## src/rtl/uart_arb_pkg.sv

```systemverilog
// Shared types and the round-robin search helper for the UART transmit arbiter.
package uart_arb_pkg;

    localparam int UART_DATA_W = 8;
    localparam int MAX_REQ     = 8;

    typedef enum logic [1:0] {
        IDLE      = 2'd0,
        START     = 2'd1,
        WAIT_DONE = 2'd2
    } arb_state_e;

    typedef struct packed {
        logic       found;
        logic [2:0] idx;
    } pick_t;

    // First asserted request at or above ptr, wrapping at n.
    function automatic pick_t rr_pick(input logic [MAX_REQ-1:0] req,
                                      input logic [2:0] ptr, input int n);
        pick_t p;
        int    i;
        p = '0;
        for (int k = 0; k < MAX_REQ; k++) begin
            i = int'(ptr) + k;
            if (i >= n) i = i - n;
            if (k < n && !p.found && req[i]) begin
                p.found = 1'b1;
                p.idx   = 3'(i);
            end
        end
        return p;
    endfunction

endpackage

```

## src/rtl/uart_rr_picker.sv

```systemverilog
// Combinational round-robin priority search over NUM_REQ request lines.
module uart_rr_picker
    import uart_arb_pkg::*;
#(
    parameter int NUM_REQ = 4,
    parameter int IDX_W   = $clog2(NUM_REQ)
) (
    input  logic [NUM_REQ-1:0] req_i,
    input  logic [IDX_W-1:0]   ptr_i,
    output logic               found_o,
    output logic [IDX_W-1:0]   idx_o
);

    pick_t pick;

    assign pick    = rr_pick(MAX_REQ'(req_i), 3'(ptr_i), NUM_REQ);
    assign found_o = pick.found;
    assign idx_o   = IDX_W'(pick.idx);

endmodule

```

## src/rtl/uart_tx_arbiter.sv

```systemverilog
// Shares one UART transmitter among NUM_REQ byte requesters: round-robin grant,
// per-message lock, tx_start/tx_done handshake and a watchdog on tx_done.
module uart_tx_arbiter
    import uart_arb_pkg::*;
#(
    parameter int NUM_REQ        = 4,
    parameter int DATA_W         = UART_DATA_W,
    parameter int TIMEOUT_CYCLES = 65535,
    parameter int IDX_W          = $clog2(NUM_REQ)
) (
    input  logic                      clk,
    input  logic                      rst,
    input  logic [NUM_REQ-1:0]        req,
    input  logic [NUM_REQ*DATA_W-1:0] req_data,
    input  logic [NUM_REQ-1:0]        req_last,
    output logic [NUM_REQ-1:0]        ack,
    output logic                      uart_tx_start,
    output logic [DATA_W-1:0]         uart_tx_data,
    input  logic                      uart_tx_done,
    output logic                      busy,
    output logic [IDX_W-1:0]          owner,
    output logic                      locked,
    output logic                      timeout_err
);

    localparam int               WD_W   = $clog2(TIMEOUT_CYCLES + 1);
    localparam logic [WD_W-1:0]  WD_MAX = WD_W'(TIMEOUT_CYCLES - 1);

    arb_state_e          state_q;
    logic [NUM_REQ-1:0]  ack_q;
    logic                start_q, last_q, locked_q, terr_q, done_q;
    logic [DATA_W-1:0]   data_q;
    logic [IDX_W-1:0]    owner_q, rr_ptr_q;
    logic [WD_W-1:0]     wd_q;

    logic                pick_found, sel_vld, done_rise;
    logic [IDX_W-1:0]    pick_idx, sel_idx, rr_ptr_d;

    uart_rr_picker #(.NUM_REQ(NUM_REQ), .IDX_W(IDX_W)) u_picker (
        .req_i   (req),
        .ptr_i   (rr_ptr_q),
        .found_o (pick_found),
        .idx_o   (pick_idx)
    );

    // A locked owner is served only by itself; dropping its req releases the lock.
    assign sel_vld   = locked_q ? req[owner_q] : pick_found;
    assign sel_idx   = locked_q ? owner_q : pick_idx;
    assign done_rise = uart_tx_done & ~done_q;
    assign rr_ptr_d  = (owner_q == IDX_W'(NUM_REQ - 1)) ? '0 : owner_q + IDX_W'(1);

    always_ff @(posedge clk or negedge rst) begin
        if (!rst) begin
            state_q  <= IDLE;
            ack_q    <= '0;
            start_q  <= 1'b0;
            data_q   <= '0;
            last_q   <= 1'b0;
            owner_q  <= '0;
            locked_q <= 1'b0;
            terr_q   <= 1'b0;
            rr_ptr_q <= '0;
            done_q   <= 1'b0;
            wd_q     <= '0;
        end else begin
            done_q  <= uart_tx_done;
            ack_q   <= '0;
            start_q <= 1'b0;
            terr_q  <= 1'b0;
            case (state_q)
                IDLE: begin
                    if (locked_q && !req[owner_q]) begin
                        locked_q <= 1'b0;
                    end else if (sel_vld) begin
                        state_q        <= START;
                        data_q         <= req_data[int'(sel_idx)*DATA_W +: DATA_W];
                        last_q         <= req_last[sel_idx];
                        owner_q        <= sel_idx;
                        ack_q[sel_idx] <= 1'b1;
                        start_q        <= 1'b1;
                    end
                end
                START: begin
                    state_q <= WAIT_DONE;
                    wd_q    <= '0;
                end
                WAIT_DONE: begin
                    if (done_rise) begin
                        state_q  <= IDLE;
                        locked_q <= ~last_q;
                        if (last_q) rr_ptr_q <= rr_ptr_d;
                    end else if (wd_q == WD_MAX) begin
                        state_q  <= IDLE;
                        terr_q   <= 1'b1;
                        locked_q <= 1'b0;
                        rr_ptr_q <= rr_ptr_d;
                    end else begin
                        wd_q <= wd_q + WD_W'(1);
                    end
                end
                default: state_q <= IDLE;
            endcase
        end
    end

    assign ack           = ack_q;
    assign uart_tx_start = start_q;
    assign uart_tx_data  = data_q;
    assign busy          = (state_q == START) || (state_q == WAIT_DONE);
    assign owner         = owner_q;
    assign locked        = locked_q;
    assign timeout_err   = terr_q;

endmodule

```

## config.mk

```make
export PLATFORM = sky130hd
export DESIGN_NAME = uart_tx_arbiter
export DESIGN_NICKNAME = d
export VERILOG_FILES = /design/src/rtl/uart_arb_pkg.sv /design/src/rtl/uart_rr_picker.sv /design/src/rtl/uart_tx_arbiter.sv
export SDC_FILE = /design/constraint.sdc
export NUM_CORES = 1
export LEC_CHECK = 0
export ABC_AREA = 1
export BUFFER_PORTS_ARGS = -buffer_cell sky130_fd_sc_hd__buf_2
export CAP_MARGIN = 25
export CORE_MARGIN = 2
export CORE_UTILIZATION = 40
export DETAILED_ROUTE_END_ITERATION = 16
export GPL_TIMING_DRIVEN = 0
export PLACE_DENSITY = 0.61
export SKIP_LAST_GASP = 1
export SYNTH_ARGS = -nofsm -noshare
export SYNTH_HDL_FRONTEND = slang
export SYNTH_HIERARCHICAL = 1
export SYNTH_SLANG_ARGS = --single-unit
```

## constraint.sdc

```tcl
create_clock -name clk -period 3.4 [get_ports clk]
set_input_delay 0.68 -clock clk [delete_from_list [all_inputs] [get_ports clk]]
set_output_delay 0.68 -clock clk [all_outputs]
set_load 0.005 [all_outputs]
```

==> results of run 1 <==
cell type report:
class,count,area share
timing repair buffer,60,0.09206
tap,80,0.03069
sequential,39,0.2992
inverter,35,0.04028
clock inverter,3,0.01419
multi-input combinational,332,0.4718
buffer,11,0.03069
clock buffer,5,0.02110
flip-flops by register name (all words and copies together), names as in the netlist, 2 cells and up:
signal,cells
ack,4
owner,2
rr_ptr_q,2
state_q,2
uart_tx_data,8
wd_q,16
cells in the mapped netlist, types with 4 or more instances:
cell,instances
inv_1,30
nand2_2,5
o21ai_2,5
buf_2,4
nor2_1,26
nand3_1,33
inv_2,4
nand2_1,218
dfrtp_1,39
ha_1,6
nand4_1,4
critical path, stage by stage (launching register included):
cell and delay, ns:
dfrtp_1 0.46, inv_2 0.13, nand2_1 0.05, nand2_1 0.10, nand2_1 0.07, nand2_1 0.09, nor2_1 0.04, nor2_1 0.08
nand2_1 0.05, nand2_1 0.05, inv_1 0.03, or2_1 0.23, nand2_4 0.13, inv_2 0.07, buf_6 0.14, nand2_1 0.06
nand2_1 0.05, nand2_1 0.05, nand2_1 0.07, nand2_1 0.06, nand2_1 0.05
metrics by stage:
step	hold WS (ns)	util	power, mW	setup WS (ns)
2_1_floorplan	0.3844	-	2.179	1.296
3_3_place_gp	0.4601	0.4683	2.679	0.9556
3_5_place_dp	0.4593	0.4683	2.687	0.9591
4_1_cts	0.4879	0.4855	3.106	1.225
5_1_grt	0.4981	0.4855	3.415	0.9572
6_report	0.4811	0.4855	3.049	1.241
power by group:
group / leakage (nW) / internal (mW) / total [mW] / switching (mW)
sequential: 0.516 / 0.590 / 0.684 / 0.0934
combinational: 1.29 / 0.709 / 1.97 / 1.26
clock: 0.0548 / 0.221 / 0.400 / 0.179
total: 1.86 / 1.52 / 3.05 / 1.53
layer usage:
| layer | vias to the layer above | part of all wire | track usage |
|---|---|---|---|
| met5 | - | 0 | 0 |
| met4 | 0 | 0.0087 | 0.03977 |
| met3 | 5 | 0.052 | 0.04550 |
| met2 | 50 | 0.45 | 0.2908 |
| met1 | 1183 | 0.49 | 0.2427 |
| li1 | 1418 | - | - |
cells by family (layout without fill, tap and decap cells):
| logic type | Yosys count | count (layout) | synth area share |
|---|---|---|---|
| fa+ha+maj | 6 | 6 | 0.02733 |
| compound gates | 12 | 12 | 0.02915 |
| simple gates | 309 | 309 | 0.4879 |
| xor+xnor | 5 | 5 | 0.01595 |
| flops | 39 | 39 | 0.3554 |
| buf+inv | 46 | 114 | 0.08428 |
layout by cell type, fill, tap and decap left out, types with 2 or more instances in the layout:
master and count:
or2_2 3, nand3_1 33, nand2_1 218, inv_2 4, clkbuf_8 5, nor2_2 2, xnor2_1 3, nor2_1 26
nand3_2 3, and2_4 2, nand2_2 5, nand2_4 3, ha_1 6, o21ai_2 5, xor2_1 2, o21ai_1 3
buf_6 3, nor3_1 3, nor2_4 3, dfrtp_1 39, inv_1 30, nand4_1 4, o21ai_0 2, buf_2 64
final timing paths:
check / startpoint / to
hold / removal: rst / wd_q[9]$_DFFE_PN0P_
max in group asynchronous: rst / owner[0]$_DFFE_PN0P_
setup reg to reg: rr_ptr_q[1]$_DFFE_PN0P_ / uart_tx_data[7]$_DFFE_PN0P_
setup / recovery: rr_ptr_q[1]$_DFFE_PN0P_ / uart_tx_data[7]$_DFFE_PN0P_
min in group clk: uart_tx_data[0]$_DFFE_PN0P_ / uart_tx_data[0]$_DFFE_PN0P_
hold reg to reg: uart_tx_data[0]$_DFFE_PN0P_ / uart_tx_data[0]$_DFFE_PN0P_
==> results.ini, run 1 <==
[outcome]
status = finished clean

[drt]
via_per_inst = 4.701
wl_um = 6323
wl_per_cell_um = 11.19
firstDrtPassIters = 4
drc = 0
vias = 2656
drtIter0Drc = 106
ant_nets = 0

[setup_path]
startpoint_type = flop
r2r_slack_ns = 1.24
crit_type = reg -> reg
end_kind = flop
crit_path_max_fanout = 10
cp.arrival_ns = 2.35
reg2reg_depth = 20
cp.required_ns = 3.59

[layout]
final_area_mm2 = 0.003262
multi_input_area_mm2 = 0.001539
nets = 533
finalNonFillerCells = 565
area.sequential_um2 = 975.9
nFillCells = 718
drive_gt1_frac = 0.2247
diodes = 0
area_growth_pct = 18.77

[die]
die_x_um = 86.86
die_y_um = 86.86
ios = 61
start_util = 0.4088
core_area_mm2 = 0.006719
fp-row-count = 30
dieArea_mm2 = 0.007545

[synthesis]
ys_types = 34
syn-instance-count = 417
synth_area_leaders = dfrtp_1 36%, nand2_1 30%, nand3_1 6.0%
synth_area_mm2 = 0.002746
ys_ff_latch = 39
yosysTopAreaCell = dfrtp_1
ys.flop_type = dfrtp_1
synthArstFlopShare = 1.000
ys_warn_count = 6
avgSynthCellArea_um2 = 6.586
synth_fp_nets = 466
synth.yosys.seq_area_share = 0.3554
synth_enable_flop_cells = 0
yosys.area.top_type_share = 0.3554

[power]
powerDensity_mw_per_mm2 = 934.8
vdd.ir_drop.worst_uv = 638.1
leakage_nw = 1.862

[worst_hold_path]
hp-class = in -> async

[place]
dpl.cell_count = 557
place_area_mm2 = 0.003147
port_buffers = 60
place_hpwl_um = 4846
place.gp.congestion = 0.8459

[sta]
fin_setup_tns_ns = 0
rsz0062_at_grt = false
slew_headroom = 0.4285
max_freq_ghz = 0.4632
fin_crit_ns = 2.159
worstMarginPinSlew_ns = 0.8573
fin_crit_sh = 0.6350
maxSlewViolCount = 0
final-setup-viol-count = 0
finalHoldViolations = 0
finClkSkew_ns = 0.007422

[cts]
cts_setup_buffers = 0
clock_path_buffers = 2
cts.reportedPaths.clkPinSlew_ns = 0.08
cts.sinks = 39
cts-buffers-inserted = 5
h-tree-depth = 2
cts_tree = done
cts_resized = 0
hold_buffers = 0
cts_root_buf = clkbuf_8
clk_latency_ns = 0.30

[grt]
antenna_found_initial = 0
grt_start_max_net_pins = 40
grt_usage = 0.1796
grt_pass1_vias = 2467
grt_pass1_wl_um = 10860
grt_remaining_overflow = 0

[flow_run]
drv_cap = 0

Note: power is estimated with default switching activity, not from simulation.
==> run 2, diff against run 1 <==
Settings changed: PLACE_DENSITY 0.61 to 0.63.
Clock period 3.4 ns to 1.75 ns, I/O delays scaled along.
==> results.ini, run 2 (synthesis results as in run 1) <==
[setup_path]
reg2reg_depth = 19  ; -5.0%
cp.required_ns = 1.93  ; -1.66 ns
crit_type = reg -> reg
end_kind = flop
r2r_start = rr_ptr_q[1]$_DFFE_PN0P_
reg2reg_to = uart_tx_data[6]$_DFFE_PN0P_
r2r_slack_ns = -0.42  ; -1.66 ns
crit_path_max_fanout = 5  ; -5
startpoint_type = flop
cp.arrival_ns = 2.35  ; about the same

[drt]
vias = 2777  ; +4.6%
drc = 0  ; unchanged
wl_um = 7134  ; +13%
via_per_inst = 4.788  ; +1.9%
firstDrtPassIters = 4  ; unchanged
wl_per_cell_um = 12.30  ; +9.9%
drtIter0Drc = 106  ; unchanged
ant_nets = 0  ; unchanged

[layout]
diodes = 0  ; unchanged
nets = 549  ; +3.0%
largest_register = wd_q
drive_gt1_frac = 0.3260  ; +0.1013
largest_register_ffs = 16  ; unchanged
final_area_mm2 = 0.003541  ; +8.6%
final_common_cell = nand2_1
area_growth_pct = 28.93
layout_common_cells = 193 x nand2_1, 62 x buf_2, 37 x dfrtp_1

[sta]
slew_headroom = 0.4132  ; -0.01532
worstMarginPinSlew_ns = 0.8803  ; +0.02298 ns
fin_setup_tns_ns = -5.290  ; -5.290 ns
finClkSkew_ns = 0.002495  ; -0.004928 ns
fin_ws_ns = -0.4171  ; -1.658 ns
final-setup-viol-count = 16  ; +16
fin_crit_sh = 1.238  ; +0.6034
rsz0062_at_grt = true
maxSlewViolCount = 0  ; unchanged
fin_crit_ns = 2.167  ; +0.008179 ns
max_freq_ghz = 0.4614  ; -0.38%
finalHoldViolations = 0  ; unchanged

[cts]
cts_tree = done
hold_buffers = 0  ; unchanged
cts.sinks = 39  ; unchanged
cts.reportedPaths.clkPinSlew_ns = 0.07  ; about the same
cts-buffers-inserted = 5  ; unchanged
clk_latency_ns = 0.29  ; about the same
cts_root_buf = clkbuf_8
h-tree-depth = 2  ; unchanged
clock_path_buffers = 2  ; unchanged

[die]
fp-row-count = 30  ; unchanged
start_util = 0.4088  ; unchanged
ios = 61  ; unchanged
die_x_um = 86.86  ; unchanged
core_area_mm2 = 0.006719  ; unchanged
die_y_um = 86.86  ; unchanged
dieArea_mm2 = 0.007545  ; unchanged

[outcome]
status = finished with violations
violations = setup timing

[grt]
grt_start_max_net_pins = 40  ; unchanged
antenna_found_initial = 0  ; unchanged
grt_remaining_overflow = 0  ; unchanged
grt_pass1_vias = 2611  ; +5.8%
grt_pass1_wl_um = 11650  ; +7.2%
grt_usage = 0.1910  ; +0.01139

[power]
vdd.ir_drop.worst_uv = 1166  ; +83%
powerDensity_mw_per_mm2 = 1962  ; +110%
leakage_nw = 1.984  ; +6.6%

[place]
post-place-ws_ns = -0.4396  ; -1.399 ns
place_hpwl_um = 4844  ; about the same
place_area_mm2 = 0.003157  ; +0.32%
port_buffers = 60  ; unchanged
place.gp.congestion = 0.8503  ; +0.52%

[flow_run]
drv_cap = 0  ; unchanged

[worst_hold_path]
hp-class = in -> async

run 2: layer usage:
layer  routed length, um  share of wire  GRT usage
met2                3544           0.50     0.3102
met3                 294          0.041    0.04739
met4                  27         0.0038    0.03977
met1                3268           0.46     0.2591
met5                   0              0          0
run 2: where the power goes:
part | internal [mW] | switching, mW | total [mW]
Clock | 0.309 | 0.302 | 0.611
Combinational | 2.03 | 2.96 | 4.98
Sequential | 1.15 | 0.201 | 1.35
run 2: per-stage QoR:
| stage | hold slack, ns | total power [mW] | utilization | cells |
|---|---|---|---|---|
| floorplan | 0.05441 | 4.272 | - | 417 |
| global placement | 0.4620 | 5.216 | 0.4698 | 557 |
| detailed placement | 0.4701 | 5.260 | 0.4698 | 557 |
| CTS | 0.1700 | 6.426 | 0.5006 | 571 |
| global route | 0.1645 | 7.642 | 0.5270 | 580 |
| finish | 0.1768 | 6.949 | 0.5270 | 580 |
run 2: worst max path at each step:
stage	startpoint	end
final	rr_ptr_q[1]$_DFFE_PN0P_	uart_tx_data[6]$_DFFE_PN0P_
after detailed placement	rr_ptr_q[1]$_DFFE_PN0P_	uart_tx_data[6]$_DFFE_PN0P_
after floorplan	rr_ptr_q[0]$_DFFE_PN0P_	last_q$_DFFE_PN0P_
after CTS	rr_ptr_q[0]$_DFFE_PN0P_	uart_tx_data[6]$_DFFE_PN0P_
after global placement	rr_ptr_q[1]$_DFFE_PN0P_	uart_tx_data[2]$_DFFE_PN0P_
after global routing	rr_ptr_q[1]$_DFFE_PN0P_	uart_tx_data[4]$_DFFE_PN0P_
run 2: timing repair:
item                       4_1_cts  5_1_grt
setup endpoints to repair       33       19
buffers inserted                 4        9
gates cloned                     3        0
pin swaps                        9       30
gates resized for setup         30       32
run 2: cell type report:
cell class	count	area (um^2)
fill	675	3178
clock inverter	1	5.005
tap	80	100.1
buffer	11	120.1
timing repair buffer	76	425.4
clock buffer	6	82.58
sequential	39	978.4
inverter	35	145.1
multi-input combinational	332	1684
run 2: critical path, stage by stage, from the launching register on:
cell and delay [ns]:
dfrtp_2 0.42, buf_4 0.16, buf_4 0.12, nand3_4 0.09, nand2_4 0.11, nor2_2 0.04
nor2_1 0.09, nand2_1 0.06, nand2_1 0.06, inv_1 0.03, or2_1 0.25, nand2_4 0.12
inv_6 0.05, buf_6 0.13, nand2_4 0.05, nand2_2 0.04, nand2_1 0.05, nand2_1 0.06
nand2_1 0.07, nand2_1 0.06
